--- src/rtl/mmio_if.sv ---
// CPU-side MMIO bus bundle for the I/O responder.
// The master drives strobes, the slave returns decode and read data.
interface mmio_if #(
  parameter int WIDTH    = 16,
  parameter int ADDRBITS = 10
) ();
  logic [ADDRBITS-1:0] addr;
  logic [WIDTH-1:0]    wdata;
  logic                we;
  logic                re;
  logic                io_sel;
  logic [WIDTH-1:0]    rdata;
  logic                rvalid;

  modport master (
    output addr, wdata, we, re,
    input  io_sel, rdata, rvalid
  );

  modport slave (
    input  addr, wdata, we, re,
    output io_sel, rdata, rvalid
  );
endinterface

--- src/rtl/mmio_responder.sv ---
// Memory-mapped I/O block: LED, debounced switches, status/irq
// and a free-running tick counter behind a 1-cycle read port.
module mmio_responder #(
  parameter int WIDTH    = 16,
  parameter int ADDRBITS = 10,
  parameter int DEBOUNCE = 16
) (
  input  logic       clk,
  input  logic       reset,
  mmio_if.slave      bus,
  input  logic [9:0] switches,
  output logic [9:0] LEDs,
  output logic       irq
);
  localparam int CW = (DEBOUNCE > 1) ? $clog2(DEBOUNCE) : 1;

  logic [9:0]       sync1_q, sync2_q;
  logic [9:0]       deb_q, deb_d;
  logic [9:0]       led_q, led_d;
  logic [CW-1:0]    cnt_q, cnt_d;
  logic             chg_q, chg_d;
  logic             ie_q, ie_d;
  logic             rvalid_q, rvalid_d;
  logic [15:0]      tick_q, tick_d;
  logic [WIDTH-1:0] rdata_q, rdata_d;
  logic [WIDTH-1:0] rsel;
  logic [1:0]       ra;
  logic             acc_rd, acc_wr, upd;
  logic             unused_addr;

  assign unused_addr = ^bus.addr[7:2];
  assign bus.io_sel  = (bus.addr[9:8] == 2'b11);
  assign bus.rdata   = rdata_q;
  assign bus.rvalid  = rvalid_q;
  assign LEDs        = led_q;
  assign irq         = chg_q & ie_q;

  always_comb begin
    ra     = bus.addr[1:0];
    acc_rd = bus.re && bus.io_sel;
    acc_wr = bus.we && bus.io_sel;

    unique case (ra)
      2'd0:    rsel = WIDTH'(led_q);
      2'd1:    rsel = WIDTH'(deb_q);
      2'd2:    rsel = WIDTH'({ie_q, chg_q});
      default: rsel = WIDTH'(tick_q);
    endcase

    // counter only advances while the synced vector differs and is steady
    upd   = 1'b0;
    cnt_d = '0;
    deb_d = deb_q;
    if ((sync2_q != deb_q) && (sync1_q == sync2_q)) begin
      if (cnt_q == CW'(DEBOUNCE - 1)) begin
        upd   = 1'b1;
        deb_d = sync2_q;
      end else begin
        cnt_d = cnt_q + 1'b1;
      end
    end

    led_d  = led_q;
    ie_d   = ie_q;
    chg_d  = chg_q;
    tick_d = tick_q + 16'd1;
    if (acc_wr) begin
      unique case (ra)
        2'd0: led_d = bus.wdata[9:0];
        2'd2: begin
          ie_d = bus.wdata[1];
          if (bus.wdata[0]) chg_d = 1'b0;
        end
        2'd3: tick_d = 16'(bus.wdata);
        default: ;
      endcase
    end
    if (acc_rd && (ra == 2'd2)) chg_d = 1'b0;
    if (upd) chg_d = 1'b1;

    rvalid_d = acc_rd;
    rdata_d  = acc_rd ? rsel : rdata_q;
  end

  always_ff @(posedge clk or negedge reset) begin
    if (!reset) begin
      sync1_q  <= '0;
      sync2_q  <= '0;
      deb_q    <= '0;
      cnt_q    <= '0;
      led_q    <= '0;
      chg_q    <= 1'b0;
      ie_q     <= 1'b0;
      tick_q   <= '0;
      rvalid_q <= 1'b0;
      rdata_q  <= '0;
    end else begin
      sync1_q  <= switches;
      sync2_q  <= sync1_q;
      deb_q    <= deb_d;
      cnt_q    <= cnt_d;
      led_q    <= led_d;
      chg_q    <= chg_d;
      ie_q     <= ie_d;
      tick_q   <= tick_d;
      rvalid_q <= rvalid_d;
      rdata_q  <= rdata_d;
    end
  end
endmodule

--- src/flat_wrapper.sv ---
// flat-port wrapper written by rule: the top's interface ports become plain ports
module mmio_responder_flat 
#(
  parameter int WIDTH    = 16,
  parameter int ADDRBITS = 10,
  parameter int DEBOUNCE = 16
)
  (clk, reset, switches, LEDs, irq, bus_addr, bus_wdata, bus_we, bus_re, bus_io_sel, bus_rdata, bus_rvalid);
  mmio_if #(.WIDTH(WIDTH), .ADDRBITS(ADDRBITS)) bus_i ();
  input  logic clk;
  input  logic reset;
  input  logic [9:0] switches;
  output logic [9:0] LEDs;
  output logic irq;
  input wire logic [$bits(bus_i.addr)-1:0] bus_addr;
  input wire logic [$bits(bus_i.wdata)-1:0] bus_wdata;
  input wire logic [$bits(bus_i.we)-1:0] bus_we;
  input wire logic [$bits(bus_i.re)-1:0] bus_re;
  output wire logic [$bits(bus_i.io_sel)-1:0] bus_io_sel;
  output wire logic [$bits(bus_i.rdata)-1:0] bus_rdata;
  output wire logic [$bits(bus_i.rvalid)-1:0] bus_rvalid;
  assign bus_i.addr = bus_addr;
  assign bus_i.wdata = bus_wdata;
  assign bus_i.we = bus_we;
  assign bus_i.re = bus_re;
  assign bus_io_sel = bus_i.io_sel;
  assign bus_rdata = bus_i.rdata;
  assign bus_rvalid = bus_i.rvalid;
  mmio_responder #(.WIDTH(WIDTH), .ADDRBITS(ADDRBITS), .DEBOUNCE(DEBOUNCE)) u_core (.clk(clk), .reset(reset), .bus(bus_i), .switches(switches), .LEDs(LEDs), .irq(irq));
endmodule
--- config.mk ---
export PLATFORM = sky130hd
export DESIGN_NAME = mmio_responder_flat
export DESIGN_NICKNAME = d
export VERILOG_FILES = /design/src/rtl/mmio_if.sv /design/src/rtl/mmio_responder.sv /design/src/flat_wrapper.sv
export SDC_FILE = /design/constraint.sdc
export NUM_CORES = 1
export LEC_CHECK = 0
export BUFFER_PORTS_ARGS = -buffer_cell sky130_fd_sc_hd__clkbuf_2
export CELL_PAD_IN_SITES_DETAIL_PLACEMENT = 1
export CELL_PAD_IN_SITES_GLOBAL_PLACEMENT = 1
export CORE_ASPECT_RATIO = 0.6
export CORE_UTILIZATION = 46
export CTS_CLUSTER_DIAMETER = 30
export DETAILED_ROUTE_END_ITERATION = 10
export PLACE_DENSITY_LB_ADDON = 0.1
export SLEW_MARGIN = 25
export SYNTH_ARGS = -nofsm -noshare
export SYNTH_HDL_FRONTEND = slang
export SYNTH_SLANG_ARGS = --single-unit
--- constraint.sdc ---
create_clock -name clk -period 3.68 [get_ports clk]
set_input_delay 0.368 -clock clk [delete_from_list [all_inputs] [get_ports clk]]
set_output_delay 0.368 -clock clk [all_outputs]
set_load 0.1 [all_outputs]
# Word level (Yosys, flattened, before mapping)
# Cells that the tools add are included.
[classes]
addsub = 2
eq_ne = 7
muxes = 12
bitwise = 1
n_reduce_logical = 12
[op_table]
columns = ["operator", "count"]
rows = [
  ["$pmux W16 S3", 1],
  ["$mux W16", 2],
  ["$add A16 B1 Y16 const B", 1],
  ["$eq A10 B10 Y1", 1],
  ["$ne A10 B10 Y1", 1],
  ["$reduce_bool A3 Y1", 3],
  ["$mux W4", 2],
  ["$mux W1", 7],
  ["$eq A2 B2 Y1 const B", 3],
  ["$reduce_and A2 Y1", 3],
  ["$add A4 B1 Y4 const B", 1],
  ["$eq A4 B4 Y1 const B", 1],
  ["$logic_and A1 B1 Y1", 4],
  ["$reduce_and A3 Y1", 1],
  ["$eq A2 B1 Y1 const B", 1],
  ["$logic_not A2 Y1", 1],
  ["$and A1 B1 Y1", 1],
]
[totals]
regBits = 79
input_bits = 40
out_inout_bits = 29
elab_cells = 44

# Depth between registers and ports, before layout
[depth]
ltp_word = 5
mapped_depth = 7
ltp_nobuf = 6

# Worst setup path after synthesis
# Ideal clock, no wire load.
[synth_timing]
kind = "input port to flip-flop"
start = "input port bus_addr[8]"
end = "register u_core.led_q[2] (netlist: u_core.LEDs[2])"
setup_time_ns = 0.126
t_arrival_ns = 1.824
path_slack_ns = 1.730
cell_stages = 6
cell_sequence = "and2_1 > clkbuf_2 > nand2_1 > or3_1 > buf_2 > mux2_2"
[synth_via]
elab_chain_cells = 3
[synth_rtl]
columns = ["item", "line", "source"]
rows = [
  ["from (decl)", "flat_wrapper.sv:15", "input wire logic [$bits(bus_i.addr)-1:0] bus_addr;"],
  ["$eq A2 B2 Y1", "mmio_responder.sv:32", "assign bus.io_sel = (bus.addr[9:8] == 2'b11);"],
  ["via bus_io_sel", "flat_wrapper.sv:19", "output wire logic [$bits(bus_i.io_sel)-1:0] bus_io_sel;"],
  ["$logic_and A1 B1 Y1", "mmio_responder.sv:41", "acc_wr = bus.we && bus.io_sel;"],
  ["$reduce_and A2 Y1 (no source line)", "-", ""],
  ["to (signal assigned)", "mmio_responder.sv:102", "led_q <= led_d;"],
  ["to (decl)", "mmio_responder.sv:19", "logic [9:0] led_q, led_d;"],
]
# The timed path passes the listed nets, and every way through them passes these cells.
# A chain may end at the register's enable or synchronous reset.

# Final worst setup path
[layout_timing]
start = "register u_core.sync2_q[1]"
end = "register u_core.deb_q[9]"
[layout_via]
elab_chain_cells = 3
word_cells_on_any_way = 4
cone_classes = "eq/ne (2); reduce/logical (2)"
[layout_rtl]
columns = ["item", "line", "source"]
rows = [
  ["from (decl)", "mmio_responder.sv:17", "logic [9:0] sync1_q, sync2_q;"],
  ["from (signal assigned)", "mmio_responder.sv:99", "sync2_q <= sync1_q;"],
  ["$ne A10 B10 Y1 / $eq A10 B10 Y1 (equally long branches)", "mmio_responder.sv:54", "if ((sync2_q != deb_q) && (sync1_q == sync2_q)) begin"],
  ["$logic_and A1 B1 Y1 *", "mmio_responder.sv:54", ""],
  ["$reduce_and A2 Y1 (no source line) *", "-", ""],
  ["to (signal assigned)", "mmio_responder.sv:89", "deb_q <= '0;"],
  ["to (signal assigned)", "mmio_responder.sv:100", "deb_q <= deb_d;"],
  ["to (decl)", "mmio_responder.sv:18", "logic [9:0] deb_q, deb_d;"],
]
# Every way passes the cells marked *; elsewhere a longest branch is shown, timed or not.

==> results.json <==
{
  "start_util": 0.496,
  "drtIter0Drc": 117,
  "synth.top_cells.by_area": "dfrtp_1, xor2_1, mux2_2",
  "post-route-min-period_ps": 2050,
  "ys.warnings.count": 0,
  "cts.sinks": 79,
  "clockBufferDepth": 2,
  "hold_class": "in -> async",
  "crit_slowest_cell": "and4_4",
  "io_pins": 69,
  "nets": 404,
  "startpoint_type": "flop",
  "syn_to_final_growth_pct": 21.3,
  "postCtsSetupBuffers": 0,
  "gr-total-overflow": 0,
  "cp.arrival_ps": 2270,
  "yosysUniqueCellTypes": 30,
  "rsz0062_at_grt": "false",
  "die_y_microns": 69.0,
  "syn-mean-instance-area_sq_um": 11.5,
  "slowest_delay_ps": 460,
  "die_area_sq_um": 7840,
  "drv_cap": 0,
  "first_global_vias": 2507,
  "tritoncts": "yes",
  "r2r-start": "u_core.sync2_q[1]",
  "synth_nets": 341,
  "synthFlopType": "dfrtp_1",
  "portBuffers": 62,
  "critPathTopFamily": "simple AND/OR/NAND/NOR gates",
  "drive_gt1_frac": 0.292,
  "reg2reg_slack_ps": 1630,
  "fill_cells": 735,
  "dr.pass1.iters": 4,
  "power_leakage_nw": 1.99,
  "dp_slack_ps": 1670,
  "vias_per_cell": 5.10,
  "max_freq_mhz": 489,
  "crit_buf_inv": 0,
  "dp.final_hpwl_mm": 5.78,
  "setup_viol": 0,
  "drv_slew": 0,
  "ir_drop_mv": 0.346,
  "diodes": 0,
  "grt_pass1_wl_mm": 13.4,
  "cts.htree.levels": 3,
  "outcome": "complete, no violations",
  "antenna_found_initial": 0,
  "grt_start_max_net_pins": 80,
  "rows": 23,
  "tns_ps": 0,
  "num_vias": 2377,
  "rr_worst_depth": 5,
  "relSlewSlack": 0.462,
  "fp.dieW_microns": 114,
  "setup_ws_ps": 1630,
  "p_per_area_nw_per_um2": 732,
  "fp.coreArea_sq_um": 6940,
  "synth_top_cell_area_share": 0.575,
  "ant_nets": 0,
  "place_congestion": 0.761,
  "path_class": "reg -> reg",
  "postCtsHoldBufs": 0,
  "root_buffer": "clkbuf_16",
  "path_clk_slew_ps": 60,
  "synth-edff-count": 0,
  "drc_errors": 0,
  "crit_path_end_kind": "flop",
  "async_flop_share": 1.00,
  "final.setup_skew_ps": 7.36,
  "timing.rr.end": "u_core.deb_q[9]",
  "netlist_area_sq_um": 3440,
  "synth_top_cell_by_area": "dfrtp_1",
  "required_ps": 3910,
  "path_depth": 5,
  "ys_ff_latch": 79,
  "seq_area_frac_synth": 0.575,
  "finalHoldViolCount": 0,
  "critPathMaxFanout": 11,
  "cp_cell_sequence": "xnor2_1 -> nand4_1 -> nor3_1 -> and4_4 -> mux2_2",
  "wl_per_cell_microns": 17.6,
  "post_cts_resized": 0,
  "cts_made_buffers": 9,
  "fin_crit_sh": 0.556,
  "track_usage": 0.237,
  "netlist_instances": 299,
  "postRouteWirelength_mm": 8.22,
  "tightest_slew_ps": 805,
  "clk_latency_ps": 340
}
## layout by cell type (no fill, tap or decap), types with 5 or more instances in the layout
master	netlist	final
a21oi_1	23	23
clkbuf_16	0	9
clkbuf_2	1	61
dfrtp_1	79	79
mux2_2	13	13
mux2_4	9	9
mux2i_1	8	8
nand2_1	31	31
nand3_1	15	15
nand4_1	5	5
nor2_1	31	31
nor3_1	5	5
o21ai_0	9	9
xnor2_1	15	15
xor2_1	21	21
## report_power, final
part           switching, mW  total, mW  internal (mW)
Sequential             0.176       1.20           1.02
Clock                  0.346       1.00          0.657
Combinational          0.642      0.854          0.212
## worst max-delay path by stage
stage                      start          endpoint  slack (ps)
2_1_floorplan        bus_addr[8]    u_core.LEDs[2]        1730
3_3_place_gp         bus_addr[0]  u_core.tick_q[1]        1700
3_5_place_dp   u_core.sync2_q[3]   u_core.deb_q[9]        1670
4_1_cts        u_core.sync2_q[1]   u_core.deb_q[9]        1670
5_1_grt        u_core.sync2_q[1]   u_core.deb_q[9]        1520
6_report       u_core.sync2_q[1]   u_core.deb_q[9]        1630
## sequential cells by signal (all words and copies together), names as in the netlist
| signal | count |
|---|---|
| u_core.deb_q | 10 |
| u_core.tick_q | 16 |
| u_core.cnt_q | 4 |
| u_core.ie_q | 1 |
| u_core.bus.rvalid | 1 |
| u_core.chg_q | 1 |
| u_core.sync1_q | 10 |
| u_core.LEDs | 10 |
| u_core.bus.rdata | 16 |
| u_core.sync2_q | 10 |
## synth_stat cells (all sizes together), types with 2 or more instances
master,instances
nand2,31
o21ai,9
xor2,21
buf,3
nand4,5
a21oi,23
mux2,22
nor3,5
inv,4
nand3,15
clkbuf,9
nor4,3
ha,2
and3,2
mux4,2
nor2,31
and2,3
mux2i,8
and4,3
nand2b,2
xnor2,15
dfrtp,79
## final cells by class
class                      instances  area (sq um)  share of cell area
sequential                        79          1980               0.474
tap                              100           125              0.0300
timing repair buffer              64           332              0.0795
inverter                           4          15.0             0.00360
clock buffer                       9           225              0.0540
clock inverter                     6           110              0.0264
multi-input combinational        204          1390               0.333
## stage by stage
step	power, mW	util	instance area [sq um]	hold slack, ps	std cells
4_1_cts	3.08	0.601	4170	124	466
3_5_place_dp	2.05	0.553	3830	385	451
6_report	3.05	0.601	4170	48.4	466
5_1_grt	3.18	0.601	4170	115	466
3_3_place_gp	2.03	0.553	3830	378	451
2_1_floorplan	1.85	-	3440	72.4	299
## cells by family (layout without fill, tap and decap cells)
kind of cell	count (synthesis)	in the layout	synth area share
compound gates	33	33	0.0484
xor+xnor	36	36	0.0917
fa+ha+maj	2	2	0.00727
buf+inv	16	83	0.0218
flops	79	79	0.575
mux	32	32	0.118
simple gates	101	101	0.138
## per-layer routing
metal | GRT usage | part of all wire | vias to the layer above
met5 | 0 | 0 | -
li1 | - | - | 1140
met4 | 0.0543 | 0.0082 | 0
met3 | 0.0760 | 0.053 | 6
met1 | 0.333 | 0.52 | 1168
met2 | 0.361 | 0.42 | 63
## worst register-to-register path, delay by kind of cell (launching register included)
kind	cells	cell delay (ps)
simple gates	3	940
xor+xnor	1	190
mux	1	370
flops	1	420
(Power assumes the default switching activity.)
